File: src/rtl/ifu_pkg.sv
// Shared types and constants for the prefetching instruction fetch unit.
//   fetch_state_e : fetch FSM states (REQ / WAIT / DROP / HALT)
//   fetch_entry_t : one queued instruction {pc, inst, err} at default widths
//   INST_BYTES    : PC step for the default instruction width
//   RESET_PC_DEFAULT : fetch PC after reset (MBASE)
package ifu_pkg;

  localparam int unsigned IFU_ADDR_WIDTH = 32;
  localparam int unsigned IFU_DATA_WIDTH = 32;
  localparam int unsigned INST_BYTES     = IFU_DATA_WIDTH / 8;

  localparam logic [IFU_ADDR_WIDTH-1:0] RESET_PC_DEFAULT = 32'h8000_0000;

  typedef enum logic [1:0] {
    REQ  = 2'd0,  // may issue a request when credit allows
    WAIT = 2'd1,  // one request outstanding, response will be queued
    DROP = 2'd2,  // one stale request outstanding, response will be discarded
    HALT = 2'd3   // fault delivered; idle until redirect
  } fetch_state_e;

  typedef struct packed {
    logic [IFU_ADDR_WIDTH-1:0] pc;
    logic [IFU_DATA_WIDTH-1:0] inst;
    logic                      err;
  } fetch_entry_t;

endpackage

File: src/rtl/ifu_inst_fifo.sv
// Synchronous instruction queue.
//   clk, rst       : clock, asynchronous active-low reset
//   push/push_data : write an entry (ignored when full unless popping too)
//   pop            : drop the head entry (ignored when empty)
//   flush          : empty the queue; overrides push and pop
//   head           : current head entry (undefined content when empty)
//   count/empty/full : occupancy
module ifu_inst_fifo
  import ifu_pkg::*;
#(
  parameter int unsigned DEPTH   = 4,
  parameter type         entry_t = fetch_entry_t
) (
  input  logic                     clk,
  input  logic                     rst,
  input  logic                     push,
  input  entry_t                   push_data,
  input  logic                     pop,
  input  logic                     flush,
  output entry_t                   head,
  output logic [$clog2(DEPTH):0]   count,
  output logic                     empty,
  output logic                     full
);

  localparam int unsigned PW = $clog2(DEPTH);
  localparam logic [PW:0] DEPTH_V = (PW+1)'(DEPTH);

  entry_t          mem [DEPTH];
  logic [PW-1:0]   rd_ptr;
  logic [PW-1:0]   wr_ptr;
  logic [PW:0]     cnt;
  logic            do_push;
  logic            do_pop;

  assign empty   = (cnt == '0);
  assign full    = (cnt == DEPTH_V);
  assign do_pop  = pop && !empty;
  // A push into a full queue is legal when the head leaves on the same edge.
  assign do_push = push && (!full || do_pop);
  assign count   = cnt;
  assign head    = mem[rd_ptr];

  always_ff @(posedge clk or negedge rst) begin
    if (!rst) begin
      rd_ptr <= '0;
      wr_ptr <= '0;
      cnt    <= '0;
    end else if (flush) begin
      rd_ptr <= '0;
      wr_ptr <= '0;
      cnt    <= '0;
    end else begin
      if (do_push) wr_ptr <= wr_ptr + 1'b1;
      if (do_pop)  rd_ptr <= rd_ptr + 1'b1;
      case ({do_push, do_pop})
        2'b10:   cnt <= cnt + 1'b1;
        2'b01:   cnt <= cnt - 1'b1;
        default: cnt <= cnt;
      endcase
    end
  end

  // Storage needs no reset: entries are only observed behind the count.
  always_ff @(posedge clk) begin
    if (do_push && !flush) mem[wr_ptr] <= push_data;
  end

endmodule

File: src/rtl/ifu_prefetch.sv
// Prefetching instruction fetch unit.
//   clk, rst          : clock, asynchronous active-low reset
//   redirect_valid/pc : restart the fetch stream at a new PC (highest priority)
//   mem_req_*         : request channel to instruction memory (one outstanding)
//   mem_resp_*        : response channel, one cycle of valid per accepted request
//   out_*             : queue head towards the decoder
//   dbg_state         : current fetch FSM state
//
// Handshakes: a transfer happens on a rising edge where valid and ready are
// both high. While valid is high and ready low, the producer holds valid and
// payload stable; the only exception is mem_req_* in a redirect cycle, which
// may be withdrawn or readdressed. mem_resp_valid has no ready: every response
// is consumed the cycle it arrives, which the credit rule makes safe.
module ifu_prefetch
  import ifu_pkg::*;
#(
  parameter int unsigned           ADDR_WIDTH = IFU_ADDR_WIDTH,
  parameter int unsigned           DATA_WIDTH = IFU_DATA_WIDTH,
  parameter logic [ADDR_WIDTH-1:0] RESET_PC   = ADDR_WIDTH'(RESET_PC_DEFAULT),
  parameter int unsigned           DEPTH      = 4
) (
  input  logic                  clk,
  input  logic                  rst,
  input  logic                  redirect_valid,
  input  logic [ADDR_WIDTH-1:0] redirect_pc,
  output logic                  mem_req_valid,
  input  logic                  mem_req_ready,
  output logic [ADDR_WIDTH-1:0] mem_req_addr,
  input  logic                  mem_resp_valid,
  input  logic [DATA_WIDTH-1:0] mem_resp_data,
  input  logic                  mem_resp_err,
  output logic                  out_valid,
  input  logic                  out_ready,
  output logic [ADDR_WIDTH-1:0] out_pc,
  output logic [DATA_WIDTH-1:0] out_inst,
  output logic                  out_err,
  output fetch_state_e          dbg_state
);

  typedef struct packed {
    logic [ADDR_WIDTH-1:0] pc;
    logic [DATA_WIDTH-1:0] inst;
    logic                  err;
  } entry_t;

  localparam int unsigned           STEP       = DATA_WIDTH / 8;
  localparam logic [ADDR_WIDTH-1:0] STEP_V     = ADDR_WIDTH'(STEP);
  localparam logic [ADDR_WIDTH-1:0] ALIGN_MASK = ADDR_WIDTH'(STEP - 1);
  localparam int unsigned           CW         = $clog2(DEPTH) + 1;
  localparam logic [CW:0]           DEPTH_V    = (CW+1)'(DEPTH);

  fetch_state_e          state;
  fetch_state_e          state_nxt;
  logic [ADDR_WIDTH-1:0] fetch_pc;
  logic [ADDR_WIDTH-1:0] req_pc;
  // Set by a misaligned redirect; the fault entry is queued once any stale
  // response has drained and the FSM is back in REQ.
  logic                  misalign_pend;

  logic                  in_flight;
  logic [CW:0]           occupancy;
  logic                  credit;
  logic                  req_fire;
  logic                  misalign_push;
  logic                  push_valid;
  entry_t                push_entry;
  entry_t                q_head;
  logic [CW-1:0]         q_count;
  logic                  q_empty;
  logic                  q_full;

  assign in_flight     = (state == WAIT) || (state == DROP);
  assign occupancy     = {1'b0, q_count} + {{CW{1'b0}}, in_flight};
  assign credit        = !q_full && (occupancy < DEPTH_V);
  assign req_fire      = mem_req_valid && mem_req_ready;
  assign misalign_push = (state == REQ) && misalign_pend && credit;

  // State register
  always_ff @(posedge clk or negedge rst) begin
    if (!rst) state <= REQ;
    else      state <= state_nxt;
  end

  // Next-state logic
  always_comb begin
    state_nxt = state;
    unique case (state)
      REQ: begin
        if (misalign_push)  state_nxt = HALT;
        else if (req_fire)  state_nxt = WAIT;
      end
      WAIT: begin
        if (mem_resp_valid) state_nxt = mem_resp_err ? HALT : REQ;
      end
      DROP: begin
        if (mem_resp_valid) state_nxt = REQ;
      end
      HALT: state_nxt = HALT;
    endcase
    // A response landing in the redirect cycle retires the only outstanding
    // request, so DROP is needed only if something is still owed afterwards.
    if (redirect_valid) begin
      state_nxt = (req_fire || (in_flight && !mem_resp_valid)) ? DROP : REQ;
    end
  end

  // Output logic
  always_comb begin
    mem_req_valid = rst && (state == REQ) && !misalign_pend && credit;
    mem_req_addr  = fetch_pc;
    push_valid    = 1'b0;
    push_entry    = '{pc: req_pc, inst: mem_resp_data, err: mem_resp_err};
    if (!redirect_valid) begin
      if (state == WAIT && mem_resp_valid) begin
        push_valid = 1'b1;
      end else if (misalign_push) begin
        push_valid = 1'b1;
        push_entry = '{pc: fetch_pc, inst: '0, err: 1'b1};
      end
    end
  end

  // Fetch PC / request PC datapath
  always_ff @(posedge clk or negedge rst) begin
    if (!rst) begin
      fetch_pc      <= RESET_PC;
      req_pc        <= RESET_PC;
      misalign_pend <= 1'b0;
    end else begin
      if (req_fire) req_pc <= fetch_pc;
      if (redirect_valid) begin
        fetch_pc      <= redirect_pc;
        misalign_pend <= |(redirect_pc & ALIGN_MASK);
      end else begin
        if (req_fire)      fetch_pc      <= fetch_pc + STEP_V;
        if (misalign_push) misalign_pend <= 1'b0;
      end
    end
  end

  ifu_inst_fifo #(
    .DEPTH   (DEPTH),
    .entry_t (entry_t)
  ) u_fifo (
    .clk       (clk),
    .rst       (rst),
    .push      (push_valid),
    .push_data (push_entry),
    .pop       (out_ready),
    .flush     (redirect_valid),
    .head      (q_head),
    .count     (q_count),
    .empty     (q_empty),
    .full      (q_full)
  );

  // Head fields are masked when empty so the decoder never sees stale storage.
  assign out_valid = !q_empty;
  assign out_pc    = out_valid ? q_head.pc   : '0;
  assign out_inst  = out_valid ? q_head.inst : '0;
  assign out_err   = out_valid && q_head.err;
  assign dbg_state = state;

endmodule

File: config.mk
export PLATFORM = sky130hd
export DESIGN_NAME = ifu_prefetch
export DESIGN_NICKNAME = d
export VERILOG_FILES = /design/src/rtl/ifu_pkg.sv /design/src/rtl/ifu_inst_fifo.sv /design/src/rtl/ifu_prefetch.sv
export SDC_FILE = /design/constraint.sdc
export NUM_CORES = 1
export LEC_CHECK = 0
export CELL_PAD_IN_SITES_DETAIL_PLACEMENT = 2
export CELL_PAD_IN_SITES_GLOBAL_PLACEMENT = 2
export CORE_UTILIZATION = 25
export CTS_CLUSTER_SIZE = 12
export DETAILED_ROUTE_END_ITERATION = 7
export PLACE_DENSITY = 0.51
export SLEW_MARGIN = 20
export SYNTH_ARGS = -nofsm -noshare
export SYNTH_HDL_FRONTEND = slang
export SYNTH_SLANG_ARGS = --single-unit
File: constraint.sdc
create_clock -name clk -period 5.4 [get_ports clk]
set_input_delay 0.81 -clock clk [delete_from_list [all_inputs] [get_ports clk]]
set_output_delay 0.81 -clock clk [all_outputs]
set_load 0.05 [all_outputs]
==> results of run 1 <==
-- sequential cells by signal, indices dropped and copies added (netlist names) --
signal / cells
dbg_state: 2
u_fifo.count: 3
mem_req_addr: 32
req_pc: 32
misalign_pend: 1
u_fifo.mem: 260
u_fifo.wr_ptr: 2
u_fifo.rd_ptr: 2
-- final cells by class --
| cell class | count | area (µm²) |
|---|---|---|
| well taps | 748 | 935.9 |
| multi-input cells | 467 | 4302 |
| inverters | 9 | 33.78 |
| fillers | 5686 | 37440 |
| clock inverters | 13 | 73.82 |
| clock buffers | 59 | 1206 |
| repair buffers | 184 | 1864 |
| flip-flops and latches | 334 | 9669 |
-- per-layer routing --
layer | GRT usage, % | vias to the layer above | part of all wire [%]
met4 | 2.992 | 8 | 1.6
met1 | 18.67 | 4169 | 46
li1 | - | 3592 | -
met5 | 0 | - | 0.14
met2 | 22.22 | 163 | 47
met3 | 3.467 | 48 | 4.9
-- logic make-up after synthesis --
kind of cell / Yosys count
compound gates: 48
xor+xnor: 32
fa+ha+maj: 11
buf+inv: 55
flops: 334
mux: 130
simple gates: 246
-- critical path, cell delays in order, from the launching register on --
cell,delay (ns)
dfrtp_4,0.86
buf_12,0.39
mux4_2,0.54
and2_1,0.20
clkdlybuf4s50_1,0.71
-- metrics by stage --
| step | power, mW | setup WS [ns] | std cells | area, µm² |
|---|---|---|---|---|
| after floorplan | 5.894 | 1.547 | 856 | 14170 |
| after global placement | 7.123 | 1.751 | 1742 | 16800 |
| after detailed placement | 7.171 | 1.711 | 1742 | 16800 |
| after CTS | 9.839 | 1.073 | 1814 | 18080 |
| after global routing | 10.11 | 1.059 | 1814 | 18080 |
| final | 9.625 | 1.275 | 1814 | 18080 |
-- where the power goes --
group	total, mW	switching [mW]	internal [mW]
clock network	2.59	1.05	1.55
logic	3.49	2.17	1.32
registers	3.54	0.236	3.31
-- placed cells by master, fill, tap and decap left out, types with 5 or more instances in the layout --
cell             Yosys  layout
nand2_1             63      63
nand4_1              5       5
xor2_1               9       9
nor2_1              17      17
nor4_2               5       5
o21ai_0             29      29
and2_1             103      99
dfrtp_1             72      70
nand3_1              9       9
mux2_2              58      58
clkbuf_1            27       9
edfxtp_1           260     260
buf_4                0       9
o21ai_1             10      10
clkbuf_8             0       7
nor3_1              10      10
inv_1                9       9
mux2i_1              6       6
buf_12               0       5
ha_1                10      10
mux4_2              65      65
clkbuf_16            0      43
nand2b_1             5       5
clkinv_2             0       7
xnor2_1             23      23
clkdlybuf4s50_1      0     169
-- final timing paths --
path,startpoint,end,depth (start not counted)
worst max-delay path,u_fifo.rd_ptr[0]$_DFFE_PN0P_,out_pc[24],4
worst min-delay path,rst,mem_req_addr[18]$_DFFE_PN0P_,1
worst max register to register,dbg_state[0]$_DFFE_PN0P_,u_fifo.mem[1][40]$_DFFE_PP_,6
worst min register to register,req_pc[31]$_DFFE_PN1P_,req_pc[31]$_DFFE_PN1P_,2
max in group asynchronous,rst,req_pc[31]$_DFFE_PN1P_,2
min in group clk,req_pc[31]$_DFFE_PN1P_,req_pc[31]$_DFFE_PN1P_,2
==> flow_metrics.tcl, run 1 <==
set metrics [dict create \
    outcome "finished clean" \
    io_buffers 171 \
    ys_types 50 \
    io_pins 172 \
    yosysMostFrequentCell "edfxtp_1" \
    async_flop_share_pct 22.16 \
    period_needed_ns 4.125 \
    utilization_pct 32.57 \
    yosys-top-cells-count "260 x edfxtp_1, 103 x and2_1, 72 x dfrtp_1, 65 x mux4_2, 63 x nand2_1" \
    end_kind "output port" \
    clkTransAtPathRegs_ns 0.06 \
    antenna_found_initial 4 \
    grt-ovfl-total 0 \
    vias 7980 \
    drv_slew 0 \
    fp-row-count 86 \
    synthTopCellsByArea "edfxtp_1 55%, dfrtp_1 13%, mux4_2 10%" \
    crit_required_ns 4.59 \
    grt_usage_pct 13.79 \
    max_slew.worst_pin.slew_ns 1.007 \
    dp.final_hpwl_um 24480 \
    rsz0062_at_grt "no" \
    p_leak_nw 6.059 \
    postCtsHoldBufs 0 \
    hold_ws_ns 0.2551 \
    drc_errors 0 \
    max-slew-margin-rel_pct 32.85 \
    dieArea_mm2 0.05765 \
    drt-initial-drc-count 288 \
    h-tree-depth 2 \
    fmax_mhz 242.4 \
    post_drt_wl_per_cell_um 21.29 \
    post-cts-setup-buffers 0 \
    drive_gt1_share_pct 20.73 \
    clk_path_buf_depth 3 \
    seq_area_frac_synth_pct 68.17 \
    num_antenna_cells 0 \
    synthSimpleGateAreaFrac_pct 9.985 \
    ctsRootBufferMaster "clkbuf_16" \
    reg2reg_slack_ns 2.29 \
    muxShareOfSynthArea_pct 15.44 \
    cts_sinks 334 \
    hold_viol 0 \
    gp_congestion 0.6532 \
    cts_tree "yes" \
    setup_tns_ns 0 \
    synth-edff-count 260 \
    synth_fa_ha_area_share_pct 1.024 \
    clk-insertion-delay-late_ns 0.55 \
    synth_top_area_share_pct 55.09 \
    coreArea_mm2 0.05552 \
    cts_buffers 40 \
    synth_fp_nets 938 \
    first_global_vias 9212 \
    ctsResizeCount 0 \
    fp.dieH_um 240.1 \
    finalCritPeriodShare_pct 76.39 \
    ys_warn_count 0 \
    crit_fanout 39 \
    p_per_area_mw_per_mm2 532.2 \
    synth_area_per_cell_um2 16.56 \
    firstDrtPassIters 4 \
    setup_violations 0 \
    min_path_type "in2async" \
    final_nets 1118 \
    grt_max_degree 78 \
    synthesis.area_mm2 0.01417 \
    syn_inst 856 \
    start_util_pct 25.53 \
    synth-seq-cells 334 \
    synth_top_family_by_area "multiplexers" \
    grt_pass1_wl_um 58930 \
    drtAntennaViolNets 0 \
    syn2layout_area_growth_pct 27.61 \
    arrival_ns 3.32 \
    maxCapViolCount 0 \
    wl_um 38610 \
    synth_compound_area_share_pct 1.810 \
    fin_worst_skew_ns 0.02122 \
    die_width_um 240.1 \
    yosys_most_used_dff "edfxtp_1" \
    path_class "reg2out" \
    vdd_ir_drop_max_uv 249.0 \
    vias_per_cell 4.399 \
    synth_xor_area_share_pct 1.978 \
    synth_area_leader_cell "edfxtp_1" \
    crit_path_start_kind "register" \
]
Note: power is estimated with default switching activity, not from simulation.
==> run 2: changes to the inputs <==
clock period = 4.21 ns   (was 5.4 ns; I/O delays follow)
==> flow_metrics.tcl, run 2 (synthesis results as in run 1) <==
set metrics [dict create \
    clk_path_buf_depth 3 \
    antenna_found_initial 4 \
    fp.dieH_um 240.1 \
    final_cells 1826 \
    io_buffers 171 \
    setup_tns_ns 0 \
    period_needed_ns 3.649 \
    setup_violations 0 \
    cts_tree "yes" \
    cts_sinks 334 \
    gp_congestion 0.6589 \
    r2r-end "u_fifo.count[2]$_DFFE_PN0P_" \
    finalCritPeriodShare_pct 86.67 \
    nFillCells 5680 \
    reg2reg_slack_ns 1.19 \
    firstDrtPassIters 4 \
    fin_worst_skew_ns 0.02865 \
    critical_path.startpoint "u_fifo.count[2]$_DFFE_PN0P_" \
    grt_usage_pct 13.95 \
    dp.final_hpwl_um 24620 \
    largest_register "u_fifo.mem" \
    clkTransAtPathRegs_ns 0.06 \
    crit_path_start_kind "register" \
    fin_ws_ns 0.5611 \
    max_slew.worst_pin.slew_ns 0.9152 \
    maxCapViolCount 0 \
    largest_reg_flops 260 \
    first_global_vias 9076 \
    vdd_ir_drop_max_uv 279.6 \
    max-slew-margin-rel_pct 38.99 \
    drt-initial-drc-count 294 \
    crit_fanout 46 \
    multi_input_area_mm2 0.004298 \
    end_kind "output port" \
    path_class "reg2out" \
    grt_max_degree 64 \
    fp-row-count 86 \
    start_util_pct 25.53 \
    p_per_area_mw_per_mm2 679.5 \
    p_leak_nw 6.111 \
    place_inst 1749 \
    vias 7936 \
    coreArea_mm2 0.05552 \
    min_path_type "in2reg" \
    h-tree-depth 2 \
    die_width_um 240.1 \
    regArea_mm2 0.009669 \
    vias_per_cell 4.346 \
    path_cells "or3_2 -> buf_12 -> and2_1 -> clkdlybuf4s50_1" \
    crit_required_ns 3.58 \
    outcome "finished clean" \
    post_drt_wl_per_cell_um 21.37 \
    mostFrequentLayoutCell "edfxtp_1" \
    clk-insertion-delay-late_ns 0.57 \
    dieArea_mm2 0.05765 \
    pre_cts_slack_ns 1.043 \
    reg2regPathDepth 8 \
    crit_end "out_pc[7]" \
    cpPeakStageDelay_ns 0.77 \
    cts_buffers 40 \
    rsz0062_at_grt "no" \
    regToRegStartpoint "u_fifo.count[2]$_DFFE_PN0P_" \
    grt_pass1_wl_um 59150 \
    drv_slew 0 \
    crit_path_top_delay_cell "or3_2" \
    drc_errors 0 \
    drive_gt1_share_pct 21.40 \
    io_pins 172 \
    layout_common_cells "260 x edfxtp_1, 169 x clkdlybuf4s50_1, 99 x and2_1" \
    ctsRootBufferMaster "clkbuf_16" \
    drtAntennaViolNets 0 \
    fmax_mhz 274.1 \
    post-cts-setup-buffers 0 \
    ctsResizeCount 0 \
    hold_viol 0 \
    grt-ovfl-total 0 \
    syn2layout_area_growth_pct 28.21 \
    arrival_ns 3.02 \
    final_nets 1126 \
    wl_um 39020 \
]
## run 2: power breakdown
group          internal (mW)  switching (mW)  total [mW]
Sequential              4.24           0.260        4.50
Clock                   1.93            1.38        3.31
Combinational           1.73            2.81        4.54
## run 2: worst min path at each step
stage | cells after the start | to | from
final | 2 | u_fifo.rd_ptr[1]$_DFFE_PN0P_ | redirect_valid
after floorplan | 0 | dbg_state[0]$_DFFE_PN0P_ | rst
after global placement | 2 | req_pc[31]$_DFFE_PN1P_ | req_pc[31]$_DFFE_PN1P_
after detailed placement | 2 | req_pc[31]$_DFFE_PN1P_ | req_pc[31]$_DFFE_PN1P_
after global routing | 2 | u_fifo.rd_ptr[1]$_DFFE_PN0P_ | redirect_valid
after CTS | 2 | u_fifo.rd_ptr[1]$_DFFE_PN0P_ | redirect_valid
## run 2: stage by stage
step | cell area, µm² | util [%] | power, mW | hold WS (ns)
5_1_grt | 18160 | 32.71 | 12.99 | 0.4356
4_1_cts | 18160 | 32.71 | 12.63 | 0.4087
6_report | 18170 | 32.72 | 12.35 | 0.4376
3_5_place_dp | 16900 | 30.44 | 9.241 | 0.4577
3_3_place_gp | 16900 | 30.44 | 9.173 | 0.4484
2_1_floorplan | 14170 | - | 7.560 | 0.3359
## run 2: layout make-up
cell class	count	area share (%)
Timing Repair Buffer	192	10.88
Clock inverter	22	0.7437
Inverter	9	0.1859
Clock buffer	51	6.129
Sequential cell	334	53.22
Tap cell	748	5.151
Multi-Input combinational cell	467	23.65
Antenna cell	3	0.04132
## run 2: layer usage
layer / global-route usage [%] / part of all wire [%] / vias to the layer above / wire [µm]
met3: 3.272 / 5.3 / 47 / 2059
met1: 19.03 / 46 / 4109 / 18090
li1: - / - / 3617 / -
met2: 21.92 / 46 / 157 / 18090
met5: 0 / 0.12 / - / 45
met4: 4.266 / 1.9 / 6 / 739
## run 2: critical path: cells and delay by family (launching register included)
| family | cells | cell delay, ns |
|---|---|---|
| buffers and inverters | 2 | 0.98 |
| DFF | 1 | 0.47 |
| and+or+nand+nor | 2 | 0.95 |
## run 2: what timing repair did
item,CTS,global route
endpoints found under the setup margin,0,0
endpoints found under the hold margin,9,0
hold buffers,1,0
